**config.mk**
```make
export PLATFORM = sky130hd
export DESIGN_NAME = dmem_mmio
export DESIGN_NICKNAME = d
export VERILOG_FILES = /design/src/rtl/riscv_pkg.sv /design/src/rtl/mmio_timer.sv /design/src/rtl/dmem_mmio.sv
export SDC_FILE = /design/constraint.sdc
export NUM_CORES = 2
export LEC_CHECK = 0
export ABC_AREA = 1
export CAP_MARGIN = 20
export CORE_MARGIN = 3
export CORE_UTILIZATION = 66
export DETAILED_ROUTE_END_ITERATION = 10
export PLACE_DENSITY = 0.83
export SLEW_MARGIN = 20
export SYNTH_ARGS = -nofsm -noshare
export SYNTH_HDL_FRONTEND = slang
export SYNTH_SLANG_ARGS = --single-unit
```
**constraint.sdc**
```tcl
create_clock -name clk -period 10.5 [get_ports clk]
set_input_delay 3.15 -clock clk [delete_from_list [all_inputs] [get_ports clk]]
set_output_delay 3.15 -clock clk [all_outputs]
set_load 0.005 [all_outputs]
```
**src/rtl/riscv_pkg.sv**
```systemverilog
// ============================================================================
// Module   : riscv_pkg
// Purpose  : Shared MMIO map, timer CTRL bit layout and decode select type.
// Revision : 1.0  initial release
// ============================================================================
`default_nettype none

package riscv_pkg;

   localparam logic [31:0] MMIO_BASE       = 32'h8000_0000;

   localparam logic [2:0]  GPIO_OUT_OFS    = 3'd0;
   localparam logic [2:0]  TIMER_COUNT_OFS = 3'd1;
   localparam logic [2:0]  TIMER_CMP_OFS   = 3'd2;
   localparam logic [2:0]  TIMER_CTRL_OFS  = 3'd3;
   localparam logic [2:0]  TIMER_PRESC_OFS = 3'd4;

   localparam int          CTRL_EN_BIT     = 0;
   localparam int          CTRL_AUTO_BIT   = 1;
   localparam int          CTRL_PEND_BIT   = 2;

   typedef enum logic [1:0] {
      SEL_RAM  = 2'd0,
      SEL_MMIO = 2'd1,
      SEL_NONE = 2'd2
   } mmio_sel_enum;

   function automatic logic [31:0] ctrl_word(input logic en,
                                             input logic auto_rl,
                                             input logic pend);
      logic [31:0] w;
      w                = '0;
      w[CTRL_EN_BIT]   = en;
      w[CTRL_AUTO_BIT] = auto_rl;
      w[CTRL_PEND_BIT] = pend;
      return w;
   endfunction

endpackage

`default_nettype wire

```
**src/rtl/mmio_timer.sv**
```systemverilog
// ============================================================================
// Module   : mmio_timer
// Purpose  : Compare/interrupt timer (COUNT, CMP, CTRL); optional prescaler
//            when DMEM_MMIO_PRESCALE_EN is defined.
// Revision : 1.0  initial release
// ============================================================================
`default_nettype none

module mmio_timer
   import riscv_pkg::*;
(
   input  logic        clk,
   input  logic        reset,
   input  logic        wr_count_i,
   input  logic        wr_cmp_i,
   input  logic        wr_ctrl_i,
`ifdef DMEM_MMIO_PRESCALE_EN
   input  logic        wr_presc_i,
`endif
   input  logic [31:0] wdata_i,
   input  logic [2:0]  rofs_i,
   output logic [31:0] rdata_o,
   output logic        irq_o
);

   logic [31:0] count_q, count_d;
   logic [31:0] cmp_q, cmp_d;
   logic        en_q, en_d;
   logic        auto_q, auto_d;
   logic        pend_q, pend_d;
   logic        w_tick;
   logic        w_match;

`ifdef DMEM_MMIO_PRESCALE_EN
   logic [15:0] presc_q, presc_d;
   logic [15:0] pcnt_q, pcnt_d;

   always_comb begin
      presc_d = wr_presc_i ? wdata_i[15:0] : presc_q;
      pcnt_d  = pcnt_q;
      w_tick  = 1'b0;
      if (en_q) begin
         if (pcnt_q == presc_q) begin
            pcnt_d = '0;
            w_tick = 1'b1;
         end else begin
            pcnt_d = pcnt_q + 16'd1;
         end
      end
   end

   always_ff @(posedge clk) begin
      if (reset) begin
         presc_q <= '0;
         pcnt_q  <= '0;
      end else begin
         presc_q <= presc_d;
         pcnt_q  <= pcnt_d;
      end
   end
`else
   assign w_tick = en_q;
`endif

   // Hardware update first, then software writes override; PEND set beats W1C.
   always_comb begin
      w_match = w_tick && (count_q == cmp_q);
      count_d = count_q;
      en_d    = en_q;
      auto_d  = auto_q;
      pend_d  = pend_q;
      if (w_tick) begin
         if (w_match) begin
            if (auto_q) count_d = '0;
            else        en_d    = 1'b0;
         end else begin
            count_d = count_q + 32'd1;
         end
      end
      if (wr_count_i) count_d = wdata_i;
      cmp_d = wr_cmp_i ? wdata_i : cmp_q;
      if (wr_ctrl_i) begin
         en_d   = wdata_i[CTRL_EN_BIT];
         auto_d = wdata_i[CTRL_AUTO_BIT];
         if (wdata_i[CTRL_PEND_BIT]) pend_d = 1'b0;
      end
      if (w_match) pend_d = 1'b1;
   end

   always_ff @(posedge clk) begin
      if (reset) begin
         count_q <= '0;
         cmp_q   <= 32'hFFFF_FFFF;
         en_q    <= 1'b0;
         auto_q  <= 1'b0;
         pend_q  <= 1'b0;
      end else begin
         count_q <= count_d;
         cmp_q   <= cmp_d;
         en_q    <= en_d;
         auto_q  <= auto_d;
         pend_q  <= pend_d;
      end
   end

   always_comb begin
      rdata_o = '0;
      case (rofs_i)
         TIMER_COUNT_OFS: rdata_o = count_q;
         TIMER_CMP_OFS:   rdata_o = cmp_q;
         TIMER_CTRL_OFS:  rdata_o = ctrl_word(en_q, auto_q, pend_q);
`ifdef DMEM_MMIO_PRESCALE_EN
         TIMER_PRESC_OFS: rdata_o = {16'h0000, presc_q};
`endif
         default:         rdata_o = '0;
      endcase
   end

   assign irq_o = pend_q;

endmodule

`default_nettype wire

```
**src/rtl/dmem_mmio.sv**
```systemverilog
// ============================================================================
// Module   : dmem_mmio
// Purpose  : Data memory (comb read, sync write) plus GPIO/timer MMIO region.
//            Optional timer prescaler selected by DMEM_MMIO_PRESCALE_EN.
// Revision : 1.0  initial release
// ============================================================================
`default_nettype none

module dmem_mmio
   import riscv_pkg::*;
#(
   parameter int unsigned RAM_WORDS = 64,
   parameter int unsigned GPIO_W    = 8
)(
   input  logic              clk,
   input  logic              reset,
   input  logic              we,
   input  logic [31:0]       a,
   input  logic [31:0]       wd,
   output logic [31:0]       rd,
   output logic [GPIO_W-1:0] gpio_out,
   output logic              timer_irq
);

   localparam int unsigned c_AW        = $clog2(RAM_WORDS);
   localparam logic [29:0] c_RAM_LIMIT = 30'(RAM_WORDS);

   logic [31:0]       mem_q [0:RAM_WORDS-1];
   logic [GPIO_W-1:0] gpio_q;
   mmio_sel_enum      w_sel;
   logic [2:0]        w_ofs;
   logic              w_mmio_hit;
   logic              w_mmio_we;
   logic              w_ram_we;
   logic [c_AW-1:0]   w_ram_idx;
   logic [31:0]       w_timer_rdata;
   logic              w_unused_lsb;

   assign w_unused_lsb = ^a[1:0];
   assign w_ram_idx    = a[2 +: c_AW];

   always_comb begin
`ifdef DMEM_MMIO_PRESCALE_EN
      w_ofs      = a[4:2];
      w_mmio_hit = (a[31:5] == MMIO_BASE[31:5]) && (w_ofs <= TIMER_PRESC_OFS);
`else
      w_ofs      = {1'b0, a[3:2]};
      w_mmio_hit = (a[31:4] == MMIO_BASE[31:4]);
`endif
      w_sel = SEL_NONE;
      if (!a[31] && (a[31:2] < c_RAM_LIMIT)) w_sel = SEL_RAM;
      else if (w_mmio_hit)                   w_sel = SEL_MMIO;
   end

   assign w_ram_we  = we && (w_sel == SEL_RAM);
   assign w_mmio_we = we && (w_sel == SEL_MMIO);

   // RAM has no reset: contents survive a core reset.
   always_ff @(posedge clk) begin
      if (w_ram_we) mem_q[w_ram_idx] <= wd;
   end

   always_ff @(posedge clk) begin
      if (reset)                                   gpio_q <= '0;
      else if (w_mmio_we && w_ofs == GPIO_OUT_OFS) gpio_q <= wd[GPIO_W-1:0];
   end

   assign gpio_out = gpio_q;

   mmio_timer u_timer (
      .clk        (clk),
      .reset      (reset),
      .wr_count_i (w_mmio_we && (w_ofs == TIMER_COUNT_OFS)),
      .wr_cmp_i   (w_mmio_we && (w_ofs == TIMER_CMP_OFS)),
      .wr_ctrl_i  (w_mmio_we && (w_ofs == TIMER_CTRL_OFS)),
`ifdef DMEM_MMIO_PRESCALE_EN
      .wr_presc_i (w_mmio_we && (w_ofs == TIMER_PRESC_OFS)),
`endif
      .wdata_i    (wd),
      .rofs_i     (w_ofs),
      .rdata_o    (w_timer_rdata),
      .irq_o      (timer_irq)
   );

   always_comb begin
      rd = '0;
      case (w_sel)
         SEL_RAM:  rd = mem_q[w_ram_idx];
         SEL_MMIO: rd = (w_ofs == GPIO_OUT_OFS) ? 32'(gpio_q) : w_timer_rdata;
         default:  rd = '0;
      endcase
   end

endmodule

`default_nettype wire

```
Word-level counts from Yosys, hierarchy flattened
Memories as Yosys holds them, arrays and structs flattened.
Index checks and enable logic that the tools add are counted.

storage, ports and cells
  register bits after elaboration = 75
  bits in latches = 0
  RAM bits = 2,048
  bits in read-only memories = 0
  bits of input ports = 67
  output and inout port bits = 41
  word-level logic and storage cells = 50
  memories kept = 1

memory list
  name   depth  width  read ports  clocked after memory_dff  write ports  line             RTL
  mem_q  64     32     1           0                         1            dmem_mmio.sv:28  logic [31:0] mem_q [0:RAM_WORDS-1];

cells by class
  $add $sub $neg = 1
  $mul = 0
  div/mod/pow operators = 0
  order comparisons = 1
  equal/unequal tests = 7
  shift operators = 0
  multiplexer cells = 18
  bitwise operators = 0
  reductions and logical operators = 16

operator list
  cell                     count
  $mux W32                 5
  $pmux W32 S3             1
  $pmux W32 S2             1
  $add A32 B1 Y32 const B  1
  $eq A32 B32 Y1           1
  $lt A30 B7 Y1 const B    1
  $eq A28 B28 Y1 const B   1
  $mux W1                  9
  $logic_and A1 B1 Y1      8
  $reduce_bool A2 Y1       3
  $eq A2 B1 Y1 const B     2
  $eq A2 B2 Y1 const B     2
  $mux W2                  2
  $reduce_and A2 Y1        2
  $logic_not A3 Y1         1
  $ne A3 B1 Y1 const B     1
  $logic_not A2 Y1         1
  $logic_not A1 Y1         1

Longest topological paths before layout
  word-level depth = 8
  mapped depth = 16

By module
Synthesis repeated with hierarchy kept, for this count alone.

unflattened totals
  cell total of the unflattened synthesis = 7,592
  area total of the unflattened synthesis = 86,251.5 µm²

by module, submodules not included
  module      times used  cells each  area an instance (µm²)  seq. area each (µm²)
  dmem_mmio   1           6,762       81,508.2                61,659.1
  mmio_timer  1           830         4,743.3                 1,341.3

Worst setup path after synthesis
OpenSTA, ideal clock, no wires.

  path kind = input to output
  from = input port a[2]
  to = output port rd[31]
  arrival time = 4.492 ns
  required time = 7.350 ns
  setup slack = 2.858 ns
  cell stages on the path = 15
  cell sequence = buf_4 -> inv_2 -> buf_6 -> nand2_2 -> buf_6 -> buf_6 -> buf_4 -> o2111ai_1 -> nand3_1 -> o21ai_0 -> nand2_1 -> nand2_1 -> inv_1 -> nand2_1 -> nand2_1

on the way
  cells in the longest elaborated chain, start to end = 5
  elaborated cells between the ends (all ways) = 13

ends and longest elaborated chain
  what                                              line             RTL
  start, declared                                   dmem_mmio.sv:18  input logic [31:0] a,
  $lt A30 B7 Y1                                     dmem_mmio.sv:51  if (!a[31] && (a[31:2] < c_RAM_LIMIT)) w_sel = SEL_RAM;
  $logic_and A1 B1 Y1                               dmem_mmio.sv:51
  $mux W2                                           dmem_mmio.sv:51
  $eq A2 B1 Y1 or $logic_not A2 Y1 (tied branches)  dmem_mmio.sv:87  case (w_sel)
  $pmux W32 S2 *                                    dmem_mmio.sv:87
  end, declared                                     dmem_mmio.sv:20  output logic [31:0] rd,

Every way passes the cells marked *; elsewhere a longest branch is shown, timed or not.

Worst setup path after layout
  from = input port a[7]
  to = output port rd[16]

on the way
  cells in the longest elaborated chain, start to end = 5
  elaborated cells between the ends (all ways) = 9

ends and longest elaborated chain
  what                                              line
  $lt A30 B7 Y1 or $eq A28 B28 Y1 (tied branches)   dmem_mmio.sv:51, dmem_mmio.sv:48
  $logic_and A1 B1 Y1 or $mux W2 (tied branches)    dmem_mmio.sv:51, dmem_mmio.sv:52
  $mux W2                                           dmem_mmio.sv:51
  $eq A2 B1 Y1 or $logic_not A2 Y1 (tied branches)  dmem_mmio.sv:87
  $pmux W32 S2 *                                    dmem_mmio.sv:87

Marks and branches as above.

==> summary.txt <==
STA
  – Endpoints failing hold: 0
  – Fmax: 102 MHz
  – Final setup TNS: 0 ns
  – Rel. slew slack: between 20 and 25%
  – Final Max Tran Viols: 0
  – Max Clock Skew: between 0.03 and 0.04 ns
  – Min cycle time layout: a little under 10 ns
  – Final period utilization: slightly above 90%
  – Hold WS: approximately 0.47 ns
  – Final Setup Violations: 0
  – Slew @ Worst Pin: between 1 and 1.5 ns
  – Unrepaired setup endpoints after global routing: false

Global route
  – Initial antenna violation count: 15
  – GR Layer Usage met3: about 11%
  – Largest net degree at the start of global routing: 96
  – First-pass GRT wire length: ~380,000 um
  – GRT Residual Overflow: 0
  – Vias in the first global route: between 50,000 and 60,000
  – Met1 Track Usage GR: approximately half
  – Most used routing layer: met2
  – Total track usage: a little under two fifths
  – GR Util met2: between 50% and 60%

Route
  – Wire per inst: around 29 um
  – Residual DRC: 0
  – Via/cell ratio: 6.67
  – Via count: between 60,000 and 70,000
  – Routed wire length: about 260,000 um
  – Post-DRT Antenna Nets: 0
  – Drt initial violations: 10,400
  – Drt first pass iters: 9

Setup path
  – Worst Setup End Kind: output pin
  – CP Max Fanout: 30
  – Crit path kind: input pin to output pin
  – Crit path DAT: around 6.7 ns
  – WP data required: 7.35 ns
  – Crit path launch type: input pin

Yosys
  – Syn Inst Count: about 7,000
  – Ys flop type: edfxtp_1
  – Seq/Total Area, Yosys: about three quarters
  – Syn_nets: approximately 7,100
  – Fraction of registers with async set/reset: 0%
  – Yosys reg bits: approximately 2,100
  – Area of the mapped netlist: between 80,000 and 90,000 um2
  – Avg Cell Area, Syn: around 12 um2
  – Library cells used by synthesis: 44
  – EDFF count, synth: 2,048
  – Ys Warns: 0

Clocking
  – CTS tree: done
  – H-tree Lvls: 4
  – Num CTS Buffers: 200
  – Root buffer cell: clkbuf_16
  – CTS hold repair buffers: 0
  – CTS Buffer Depth: 3
  – Post-CTS setup buffer count: 0
  – CTS sink cnt: 2,123
  – Clock Latency Late Sink: roughly 0.84 ns
  – Cts repair resizes: 0
  – Worst-path clk slew: ~0.06 ns

Floorplan
  – Die height: approximately 370 um
  – Io pins: ~110
  – Initial Utilization: around two thirds
  – Core Area: 129,000 um2
  – Die ar.: between 100,000 and 150,000 um2
  – Die width: between 300 and 400 um
  – Row Count: ~130

Run
  – Maxcap violations: 0

Power and ir drop
  – Leak: around 34 nW
  – Power Density: 179 nW/um2
  – Peak VDD IR: between 0.00015 and 0.0002 V

Placed design
  – GP Congestion: between 0.9 and 1
  – IO Port Bufs: around 110
  – HPWL after DPL: ~140,000 um

Cells and area
  – Nets: between 7,000 and 8,000
  – Most common cell after layout, fill and taps aside: edfxtp_1
  – Most frequent cells in the layout: edfxtp_1 (2,048), nor2_1 (1,228), nand2_1 (1,030), inv_1 (447), o21ai_0 (341)
  – Layout cell share with drive strength beyond 1: between 10% and 20%
  – Synth-to-Final Area Change: 12.5%

Worst hold path
  – Hold Crit Class: register to register

Status
  – Outcome: complete, no violations
[area by class of cell]
cell class,instances,area (um2)
Tap cell,1729,2160
Inverter,459,1750
Sequential cell,2123,63000
Antenna cell,4,10.0
Multi-Input combinational cell,4062,20100
Clock inverter,126,1270
Timing Repair Buffer,365,3400
Clock buffer,237,5140
Fill cell,7259,31700
[state kept, by name, indices dropped and copies added, names as in the netlist]
| register | flops |
|---|---|
| u_timer.cmp_q | 32 |
| mem_q | 2048 |
| u_timer.count_q | 32 |
| gpio_out | 8 |
| u_timer.en_q | 1 |
| u_timer.irq_o | 1 |
| u_timer.auto_q | 1 |
[worst max-delay path: stages]
cell and delay [ns]:
clkdlybuf4s50_1 0.63, nor2_4 0.30, nand2_1 0.15, inv_1 0.45, nand4_1 0.19, nor2_2 0.18, buf_4 0.46, nand2_1 0.18
o21ai_1 0.32, clkdlybuf4s50_1 0.60
[Yosys cell counts, types with 6 or more instances]
| master | instances | area (um2) |
|---|---|---|
| a21oi_1 | 43 | 215 |
| buf_1 | 38 | 143 |
| nand4_1 | 88 | 551 |
| o211ai_1 | 116 | 871 |
| a22oi_1 | 8 | 60.1 |
| nand2_1 | 1031 | 3870 |
| o22ai_1 | 228 | 1430 |
| buf_4 | 20 | 150 |
| edfxtp_1 | 2048 | 61500 |
| o2111ai_1 | 127 | 1110 |
| o22a_1 | 24 | 210 |
| dfxtp_1 | 75 | 1500 |
| or2_2 | 197 | 1230 |
| o21ai_0 | 341 | 1710 |
| o21ai_1 | 22 | 110 |
| nor3_1 | 36 | 180 |
| inv_1 | 448 | 1680 |
| nor2_1 | 1294 | 4860 |
| nand3b_1 | 115 | 863 |
| o221ai_1 | 11 | 96.3 |
| nor3b_1 | 6 | 45.0 |
| nand3_1 | 311 | 1560 |
| xor2_1 | 21 | 184 |
| o21bai_1 | 8 | 60.1 |
| buf_6 | 6 | 67.6 |
| buf_2 | 183 | 916 |
| o21a_1 | 8 | 60.1 |
| clkbuf_1 | 139 | 522 |
[worst paths after layout]
path,cells past startpoint,from,end,slack (ns)
max reg2reg,13,u_timer.count_q[18]$_SDFFE_PP0P_,u_timer.count_q[16]$_SDFFE_PP0P_,7.69
min reg2reg,2,gpio_out[2]$_SDFFE_PP0P_,gpio_out[2]$_SDFFE_PP0P_,0.47
max,10,a[7],rd[16],0.68
min,2,gpio_out[2]$_SDFFE_PP0P_,gpio_out[2]$_SDFFE_PP0P_,0.47
[metal layers]
metal  vias to the layer above  routed length (um)
li1                      25300                   -
met2                      5572              119000
met3                      1200               40700
met5                         -                 109
met4                        16               16800
met1                     28700               83500
[through the flow]
stage | area, um2 | setup slack, ns | utilization (%) | instances | total power [mW]
floorplan | 86000 | 2.86 | - | 7030 | 9.89
global placement | 90300 | 0.946 | 70.3 | 8734 | 10.3
detailed placement | 90300 | 0.887 | 70.3 | 8738 | 10.3
CTS | 96800 | 0.850 | 75.3 | 9101 | 17.3
global route | 96800 | 0.668 | 75.3 | 9101 | 17.7
finish | 96800 | 0.683 | 75.3 | 9105 | 17.3
[cell families (layout without fill, tap and decap cells)]
logic type                 Yosys count  after routing  share of synthesized area (%)
AOI/OAI and AO/OA                  941            941                           6.94
other                                0              4                              0
buffers and inverters              845           1187                           4.10
adders and majority gates            1              1                         0.0145
DFF                               2123           2123                           73.2
xor gates and xnor gates            21             21                          0.214
and+or+nand+nor                   3098           3098                           15.5
muxes                                1              1                         0.0116
[where the power goes]
group | internal (mW) | switching [mW] | leakage (nW)
logic | 0.237 | 0.693 | 11.7
clock network | 3.96 | 3.17 | 3.13
registers | 9.28 | 0.00000000380 | 19.0
Note: power is estimated with default switching activity, not from simulation.
